==> config.mk <==
export PLATFORM = sky130hd
export DESIGN_NAME = muldiv_hilo_unit_flat
export DESIGN_NICKNAME = d
export VERILOG_FILES = /design/src/rtl/muldiv_hilo_if.sv /design/src/rtl/muldiv_hilo_unit.sv /design/src/flat_wrapper.sv
export SDC_FILE = /design/constraint.sdc
export NUM_CORES = 2
export LEC_CHECK = 0
export CORE_MARGIN = 2
export CORE_UTILIZATION = 50
export CTS_CLUSTER_DIAMETER = 50
export CTS_CLUSTER_SIZE = 30
export DETAILED_ROUTE_END_ITERATION = 6
export PLACE_DENSITY = 0.66
export SETUP_SLACK_MARGIN = 0.2
export SYNTH_ARGS = -nofsm -noshare
export SYNTH_HDL_FRONTEND = slang
export SYNTH_SLANG_ARGS = --single-unit
==> constraint.sdc <==
create_clock -name clk -period 8.3 [get_ports clk]
set_input_delay 1.66 -clock clk [delete_from_list [all_inputs] [get_ports clk]]
set_output_delay 1.66 -clock clk [all_outputs]
set_load 0.03 [all_outputs]
==> src/rtl/muldiv_hilo_if.sv <==
// Handshake and HI/LO bus between the EX stage and the multiply/divide unit.
interface muldiv_hilo_if #(
    parameter int WIDTH = 32
);
    logic             start_i;
    logic [2:0]       op_i;
    logic [WIDTH-1:0] a_i;
    logic [WIDTH-1:0] b_i;
    logic             annul_i;
    logic             busy_o;
    logic             done_o;
    logic             div_by_zero_o;
    logic [WIDTH-1:0] hi_o;
    logic [WIDTH-1:0] lo_o;

    modport master (
        output start_i, op_i, a_i, b_i, annul_i,
        input  busy_o, done_o, div_by_zero_o, hi_o, lo_o
    );

    modport slave (
        input  start_i, op_i, a_i, b_i, annul_i,
        output busy_o, done_o, div_by_zero_o, hi_o, lo_o
    );
endinterface

==> src/rtl/muldiv_hilo_unit.sv <==
// Multi-cycle multiply/divide unit owning the HI/LO pair for the EX stage.
//
// state | meaning
// IDLE  | waiting for start; MTHI/MTLO complete here in the accept edge
// SETUP | divide: replace captured operands by their magnitudes
// ITER  | one multiply (shift-add) or divide (restoring) step per cycle
// WRITE | sign fix-up, commit HI/LO, pulse done
module muldiv_hilo_unit #(
    parameter int WIDTH    = 32,
    parameter bit FAST_MUL = 1'b1
) (
    input logic          clk,
    input logic          rst,
    muldiv_hilo_if.slave bus
);
    localparam int            CW        = $clog2(WIDTH) + 1;
    localparam logic [CW-1:0] ITER_LAST = CW'(WIDTH - 1);

    localparam logic [2:0] OP_MULT  = 3'd0;
    localparam logic [2:0] OP_MULTU = 3'd1;
    localparam logic [2:0] OP_DIV   = 3'd2;
    localparam logic [2:0] OP_DIVU  = 3'd3;
    localparam logic [2:0] OP_MADD  = 3'd4;
    localparam logic [2:0] OP_MSUB  = 3'd5;
    localparam logic [2:0] OP_MTHI  = 3'd6;
    localparam logic [2:0] OP_MTLO  = 3'd7;

    typedef enum logic [1:0] {IDLE, SETUP, ITER, WRITE} state_t;

    state_t             state_q;
    logic [2:0]         op_q;
    // Product accumulator for multiplies; {remainder, quotient} for divides.
    logic [2*WIDTH-1:0] acc_q;
    // Multiplicand magnitude, or divisor (raw until SETUP, then magnitude).
    logic [WIDTH-1:0]   opnd_q;
    logic [CW-1:0]      cnt_q;
    logic               neg_q;      // result / quotient must be negated
    logic               rem_neg_q;  // dividend was negative
    logic               dz_q;
    logic [WIDTH-1:0]   hi_q;
    logic [WIDTH-1:0]   lo_q;
    logic               busy_q;
    logic               done_q;
    logic               dz_out_q;

    logic               signed_op;
    logic               a_neg;
    logic               b_neg;
    logic [WIDTH-1:0]   a_abs;
    logic [WIDTH-1:0]   b_abs;
    logic [2*WIDTH-1:0] a_ext;
    logic [2*WIDTH-1:0] b_ext;
    logic [2*WIDTH-1:0] fast_prod_d;
    logic [WIDTH:0]     mul_sum;
    logic [2*WIDTH-1:0] mul_step_d;
    logic [WIDTH:0]     div_trial;
    logic [2*WIDTH-1:0] div_step_d;
    logic               is_div_q;
    logic [WIDTH-1:0]   dvd_mag_d;
    logic [WIDTH-1:0]   dvs_mag_d;
    logic [2*WIDTH-1:0] prod_res_d;
    logic [WIDTH-1:0]   quo_fix_d;
    logic [WIDTH-1:0]   rem_fix_d;
    logic [2*WIDTH-1:0] hilo_d;

    assign signed_op = (bus.op_i == OP_MULT) || (bus.op_i == OP_DIV) ||
                       (bus.op_i == OP_MADD) || (bus.op_i == OP_MSUB);
    assign a_neg     = signed_op & bus.a_i[WIDTH-1];
    assign b_neg     = signed_op & bus.b_i[WIDTH-1];
    assign a_abs     = a_neg ? -bus.a_i : bus.a_i;
    assign b_abs     = b_neg ? -bus.b_i : bus.b_i;

    // Sign- or zero-extended operands; the low 2W bits of the product are then
    // correct for both signed and unsigned interpretations.
    assign a_ext       = {{WIDTH{a_neg}}, bus.a_i};
    assign b_ext       = {{WIDTH{b_neg}}, bus.b_i};
    assign fast_prod_d = a_ext * b_ext;

    // Shift-add step: multiplier sits in the low half and is consumed LSB first.
    assign mul_sum    = {1'b0, acc_q[2*WIDTH-1:WIDTH]} + (acc_q[0] ? {1'b0, opnd_q} : '0);
    assign mul_step_d = {mul_sum, acc_q[WIDTH-1:1]};

    // Restoring divide step: a borrow out of bit WIDTH means the trial failed.
    assign div_trial  = {acc_q[2*WIDTH-1:WIDTH], acc_q[WIDTH-1]} - {1'b0, opnd_q};
    assign div_step_d = div_trial[WIDTH] ? {acc_q[2*WIDTH-2:0], 1'b0}
                                         : {div_trial[WIDTH-1:0], acc_q[WIDTH-2:0], 1'b1};

    assign is_div_q  = (op_q == OP_DIV) || (op_q == OP_DIVU);
    // Divisor sign is recovered as neg_q ^ rem_neg_q.
    assign dvd_mag_d = rem_neg_q ? -acc_q[WIDTH-1:0] : acc_q[WIDTH-1:0];
    assign dvs_mag_d = (neg_q ^ rem_neg_q) ? -opnd_q : opnd_q;

    assign prod_res_d = neg_q ? -acc_q : acc_q;
    assign quo_fix_d  = neg_q ? -acc_q[WIDTH-1:0] : acc_q[WIDTH-1:0];
    assign rem_fix_d  = rem_neg_q ? -acc_q[2*WIDTH-1:WIDTH] : acc_q[2*WIDTH-1:WIDTH];

    // Value committed to {HI,LO} at the write edge; old HI/LO is read here.
    always_comb begin
        hilo_d = prod_res_d;
        case (op_q)
            OP_MADD: hilo_d = {hi_q, lo_q} + prod_res_d;
            OP_MSUB: hilo_d = {hi_q, lo_q} - prod_res_d;
            OP_DIV, OP_DIVU: begin
                if (dz_q) hilo_d = {acc_q[WIDTH-1:0], {WIDTH{1'b1}}};
                else      hilo_d = {rem_fix_d, quo_fix_d};
            end
            default: ;
        endcase
    end

    // Sequencer, datapath registers and registered outputs.
    always_ff @(posedge clk or posedge rst) begin
        if (rst) begin
            state_q   <= IDLE;
            op_q      <= '0;
            acc_q     <= '0;
            opnd_q    <= '0;
            cnt_q     <= '0;
            neg_q     <= 1'b0;
            rem_neg_q <= 1'b0;
            dz_q      <= 1'b0;
            hi_q      <= '0;
            lo_q      <= '0;
            busy_q    <= 1'b0;
            done_q    <= 1'b0;
            dz_out_q  <= 1'b0;
        end else begin
            done_q   <= 1'b0;
            dz_out_q <= 1'b0;
            if (bus.annul_i) begin
                state_q <= IDLE;
                busy_q  <= 1'b0;
            end else begin
                case (state_q)
                    IDLE: begin
                        if (bus.start_i) begin
                            op_q <= bus.op_i;
                            case (bus.op_i)
                                OP_MTHI: begin
                                    hi_q   <= bus.a_i;
                                    done_q <= 1'b1;
                                end
                                OP_MTLO: begin
                                    lo_q   <= bus.a_i;
                                    done_q <= 1'b1;
                                end
                                OP_DIV, OP_DIVU: begin
                                    acc_q     <= {{WIDTH{1'b0}}, bus.a_i};
                                    opnd_q    <= bus.b_i;
                                    neg_q     <= a_neg ^ b_neg;
                                    rem_neg_q <= a_neg;
                                    dz_q      <= (bus.b_i == '0);
                                    busy_q    <= 1'b1;
                                    state_q   <= (bus.b_i == '0) ? WRITE : SETUP;
                                end
                                default: begin
                                    dz_q      <= 1'b0;
                                    rem_neg_q <= 1'b0;
                                    busy_q    <= 1'b1;
                                    if (FAST_MUL) begin
                                        acc_q   <= fast_prod_d;
                                        neg_q   <= 1'b0;
                                        state_q <= WRITE;
                                    end else begin
                                        acc_q   <= {{WIDTH{1'b0}}, b_abs};
                                        opnd_q  <= a_abs;
                                        neg_q   <= a_neg ^ b_neg;
                                        cnt_q   <= ITER_LAST;
                                        state_q <= ITER;
                                    end
                                end
                            endcase
                        end
                    end
                    SETUP: begin
                        acc_q   <= {{WIDTH{1'b0}}, dvd_mag_d};
                        opnd_q  <= dvs_mag_d;
                        cnt_q   <= ITER_LAST;
                        state_q <= ITER;
                    end
                    ITER: begin
                        acc_q <= is_div_q ? div_step_d : mul_step_d;
                        cnt_q <= cnt_q - 1'b1;
                        if (cnt_q == '0) state_q <= WRITE;
                    end
                    WRITE: begin
                        {hi_q, lo_q} <= hilo_d;
                        done_q       <= 1'b1;
                        dz_out_q     <= dz_q;
                        busy_q       <= 1'b0;
                        state_q      <= IDLE;
                    end
                    default: state_q <= IDLE;
                endcase
            end
        end
    end

    assign bus.busy_o        = busy_q;
    assign bus.done_o        = done_q;
    assign bus.div_by_zero_o = dz_out_q;
    assign bus.hi_o          = hi_q;
    assign bus.lo_o          = lo_q;
endmodule

==> src/flat_wrapper.sv <==
// flat-port wrapper written by rule: the top's interface ports become plain ports
module muldiv_hilo_unit_flat 
#(
    parameter int WIDTH    = 32,
    parameter bit FAST_MUL = 1'b1
)
  (clk, rst, bus_start_i, bus_op_i, bus_a_i, bus_b_i, bus_annul_i, bus_busy_o, bus_done_o, bus_div_by_zero_o, bus_hi_o, bus_lo_o);
  muldiv_hilo_if #(.WIDTH(WIDTH)) bus_i ();
  input logic clk;
  input logic rst;
  input wire logic [$bits(bus_i.start_i)-1:0] bus_start_i;
  input wire logic [$bits(bus_i.op_i)-1:0] bus_op_i;
  input wire logic [$bits(bus_i.a_i)-1:0] bus_a_i;
  input wire logic [$bits(bus_i.b_i)-1:0] bus_b_i;
  input wire logic [$bits(bus_i.annul_i)-1:0] bus_annul_i;
  output wire logic [$bits(bus_i.busy_o)-1:0] bus_busy_o;
  output wire logic [$bits(bus_i.done_o)-1:0] bus_done_o;
  output wire logic [$bits(bus_i.div_by_zero_o)-1:0] bus_div_by_zero_o;
  output wire logic [$bits(bus_i.hi_o)-1:0] bus_hi_o;
  output wire logic [$bits(bus_i.lo_o)-1:0] bus_lo_o;
  assign bus_i.start_i = bus_start_i;
  assign bus_i.op_i = bus_op_i;
  assign bus_i.a_i = bus_a_i;
  assign bus_i.b_i = bus_b_i;
  assign bus_i.annul_i = bus_annul_i;
  assign bus_busy_o = bus_i.busy_o;
  assign bus_done_o = bus_i.done_o;
  assign bus_div_by_zero_o = bus_i.div_by_zero_o;
  assign bus_hi_o = bus_i.hi_o;
  assign bus_lo_o = bus_i.lo_o;
  muldiv_hilo_unit #(.WIDTH(WIDTH), .FAST_MUL(FAST_MUL)) u_core (.clk(clk), .rst(rst), .bus(bus_i));
endmodule
==> summary.txt <==
Final Util: 58.9%
First-pass DRT Iterations: 5
most used cell, CP: fa_1
mux cell area share after synthesis: 0.677%
Placed Instance Area: 67400 µm²
failing checks: negative setup slack
Die H: 352 µm
Tmin final: 8830 ps
Synth Area in Compound Gates: 13.7%
antenna viol nets, final: 0
first-pass GRT wire length: 336 mm
Worst Setup End Kind: flip-flop
I/O pin count: 138
sequential fraction of the synthesis area: 7.33%
PortBufs: 137
Area growth syn-to-layout: 17.0%
setup ws final: -533 ps
routed wire length: 218 mm
adder-cell share of the synthesized area: 44.6%
post-route cell area: 70700 µm²
DR DRC count: 0
initial detailed-routing violation count: 5112
Synth async-reset ratio: 100%
Tot GR Track Use: 35.9%
run status: finished, violations left
WHS: 505 ps
measured slew at the worst slew-check pin: 1180 ps
CP max FO: 6
layout cells sized above 1: 15.3%
number of synthesized flops with an enable pin: 0
Slew Viols, Final: 0
CTS buffer count: 17
post-DP HPWL: 173 mm
vias in the first global route: 56661
setup_tns: -12590 ps
Worst Setup EP: u_core.acc_q[57]$_DFFE_PP0P_
RR Endpoint: u_core.bus.hi_o[30]$_DFFE_PP0P_
Worst R2R Path Depth: 26
Final Wtd Congestion: 0.995
Die Area: 124000 µm²
via density per instance: 5.84
die width: 352 µm
Worst Path Arrival: 9230 ps
clk buf depth: 2
initial core utilization: 50.4%
Final period util: 106%
Post-Syn Area: 60400 µm²
max cap viols: 0
yosys warns: 0
WS Path Type: primary input to flip-flop
endpoints failing hold: 0
Core ar.: 120000 µm²
Netlist cell types: 96
routed vias: 55290
Synth top area share: 37.4%
worst r2r src: u_core.acc_q[0]$_DFFE_PP0P_
relative slew slack: 20.3%
pin count of the biggest net entering global routing: 113
Synth Register Bits: 177
Row Count: 127
Post-Syn Area per Cell: 8.12 µm²
Worst path slowest cell: fa_1
Post-CTS Hold Fix Bufs: 0
Startpoint Class: primary input
Post-Synth XOR/XNOR Area: 5.10%
fin nets: 9374
Top FF cell, synth: dfrtp_1
antenna violations before repair: 10
clock tree sinks: 177
critical path's largest stage delay: 540 ps
Clock Skews: 15.7 ps
Synth area leaders: fa_1 (37%), inv_1 (8.0%), nand2_1 (7.5%)
largest family of logic cells by synthesized area: adder cells
syn nets: 8994
CTS tree: built
Crit. Startpoint: bus_b_i[0]
routed wire length per instance: 23.1 µm
Hold WC Path Type: flip-flop to flip-flop
flop2flop setup slack: 640 ps
unrepaired setup endpoints after global routing: yes
Req. time, crit path: 8690 ps
leading area contributor after synthesis: fa_1
Clk Latency, worst-skew pair: 530 ps
post-synthesis simple-gate area fraction: 17.4%
Synth Instances: 7447
final setup violation count: 38
CTS HTree Levels: 4
Congestion Overflow GR: 0
fmax: 0.113 GHz
Root Driver: clkbuf_16
clock slew at reported path FFs: 70 ps
[cells in the mapped netlist (13+ instances only)]
| library cell | number |
|---|---|
| inv_1 | 1289 |
| o21a_1 | 26 |
| xor2_1 | 169 |
| a21oi_1 | 372 |
| nand4_1 | 41 |
| nor4_1 | 35 |
| o31ai_1 | 44 |
| o211ai_1 | 39 |
| a211oi_1 | 61 |
| clkbuf_1 | 463 |
| and2_1 | 272 |
| a221oi_1 | 13 |
| o21ai_0 | 339 |
| a31oi_1 | 39 |
| nand2b_1 | 44 |
| xnor2_1 | 183 |
| fa_1 | 1128 |
| o21bai_1 | 35 |
| nand2_1 | 1200 |
| a22oi_1 | 25 |
| or3_1 | 34 |
| nor2b_1 | 31 |
| or2_2 | 24 |
| mux2i_1 | 33 |
| and3_1 | 54 |
| nor2_1 | 337 |
| o22ai_1 | 55 |
| ha_1 | 348 |
| nand3_1 | 86 |
| buf_1 | 24 |
| dfrtp_1 | 177 |
| o221ai_1 | 15 |
| nor3_1 | 71 |
| a21o_1 | 107 |
[state kept, by name, indices dropped and copies added, names as in the netlist, 2 cells and up]
name and count:
u_core.bus.hi_o 32, u_core.acc_q 64, u_core.bus.lo_o 32, u_core.op_q 3
u_core.opnd_q 32, u_core.state_q 2, u_core.cnt_q 6
[how the worst min path moves through the flow]
stage | cells past startpoint | to | from | slack, ps
3_5_place_dp | 1 | u_core.cnt_q[0]$_DFFE_PP0P_ | u_core.cnt_q[0]$_DFFE_PP0P_ | 500
5_1_grt | 1 | u_core.cnt_q[4]$_DFFE_PP0P_ | u_core.cnt_q[4]$_DFFE_PP0P_ | 530
6_report | 1 | u_core.cnt_q[0]$_DFFE_PP0P_ | u_core.cnt_q[0]$_DFFE_PP0P_ | 500
3_3_place_gp | 1 | u_core.cnt_q[0]$_DFFE_PP0P_ | u_core.cnt_q[0]$_DFFE_PP0P_ | 480
4_1_cts | 1 | u_core.cnt_q[0]$_DFFE_PP0P_ | u_core.cnt_q[0]$_DFFE_PP0P_ | 510
2_1_floorplan | 1 | u_core.cnt_q[0]$_DFFE_PP0P_ | u_core.cnt_q[0]$_DFFE_PP0P_ | 460
[metrics by stage]
| stage | std cells | setup WS (ps) |
|---|---|---|
| 2_1_floorplan | 7447 | -523 |
| 3_3_place_gp | 9301 | -1610 |
| 3_5_place_dp | 9301 | -1740 |
| 4_1_cts | 9418 | -408 |
| 5_1_grt | 9458 | -740 |
| 6_report | 9463 | -533 |
[routing by layer]
| layer | part of all wire [%] | track usage, % | vias up |
|---|---|---|---|
| met3 | 8.5 | 5.56 | 659 |
| met5 | 0.0032 | 0 | - |
| met4 | 6.3 | 19.0 | 2 |
| met1 | 39 | 46.1 | 27666 |
| li1 | - | - | 24252 |
| met2 | 46 | 58.5 | 2711 |
[placed cells by master, fill, tap and decap left out, types with 41 or more instances in the layout]
cell / n
nand4_1: 41
inv_1: 1238
buf_4: 620
a21o_1: 107
inv_2: 44
o31ai_1: 43
nand2b_1: 41
nor3_1: 67
nand3_1: 84
o21ai_0: 291
ha_1: 309
xnor2_1: 169
and3_1: 49
dfrtp_1: 174
and2_1: 253
fa_2: 52
buf_12: 53
nor2_1: 324
xor2_1: 165
fa_1: 1076
a211oi_1: 53
a21oi_1: 336
nand2_1: 1174
buf_6: 53
o22ai_1: 52
clkdlybuf4s50_1: 76
[critical path: cells and delay by family]
kind            cells  cell delay (ps)
fa+ha+maj           9             4380
compound gates      6             1420
simple gates        6             1030
buf+inv             7              540
xor+xnor            1              150
[cell families after synthesis]
kind of cell             after synthesis
multiplexers                          40
AND/OR/NAND/NOR                     2295
XOR/XNOR                             352
flip-flops                           177
AO/OA/AOI/OAI                       1320
adder cells (fa/ha/maj)             1476
buffers and inverters               1787
[timing repair]
action | in CTS | in global routing
endpoints found under the setup margin | 48 | 49
pin swaps | 189 | 129
resized for setup | 313 | 166
setup buffers | 74 | 32
cloned | 11 | 2
[cell type report]
| type | count | area [µm²] |
|---|---|---|
| diodes | 11 | 27.5 |
| clock buffers | 21 | 450 |
| clock inverters | 11 | 81.3 |
| fillers | 10690 | 49300 |
| inverters | 1290 | 4870 |
| multi-input cells | 5483 | 51000 |
| flip-flops and latches | 177 | 4430 |
| well taps | 1612 | 2020 |
| repair buffers | 858 | 7850 |
Power is left out: the tool's default activity adds up to more than one toggle a clock period on the data nets, which glitch-free logic cannot reach.
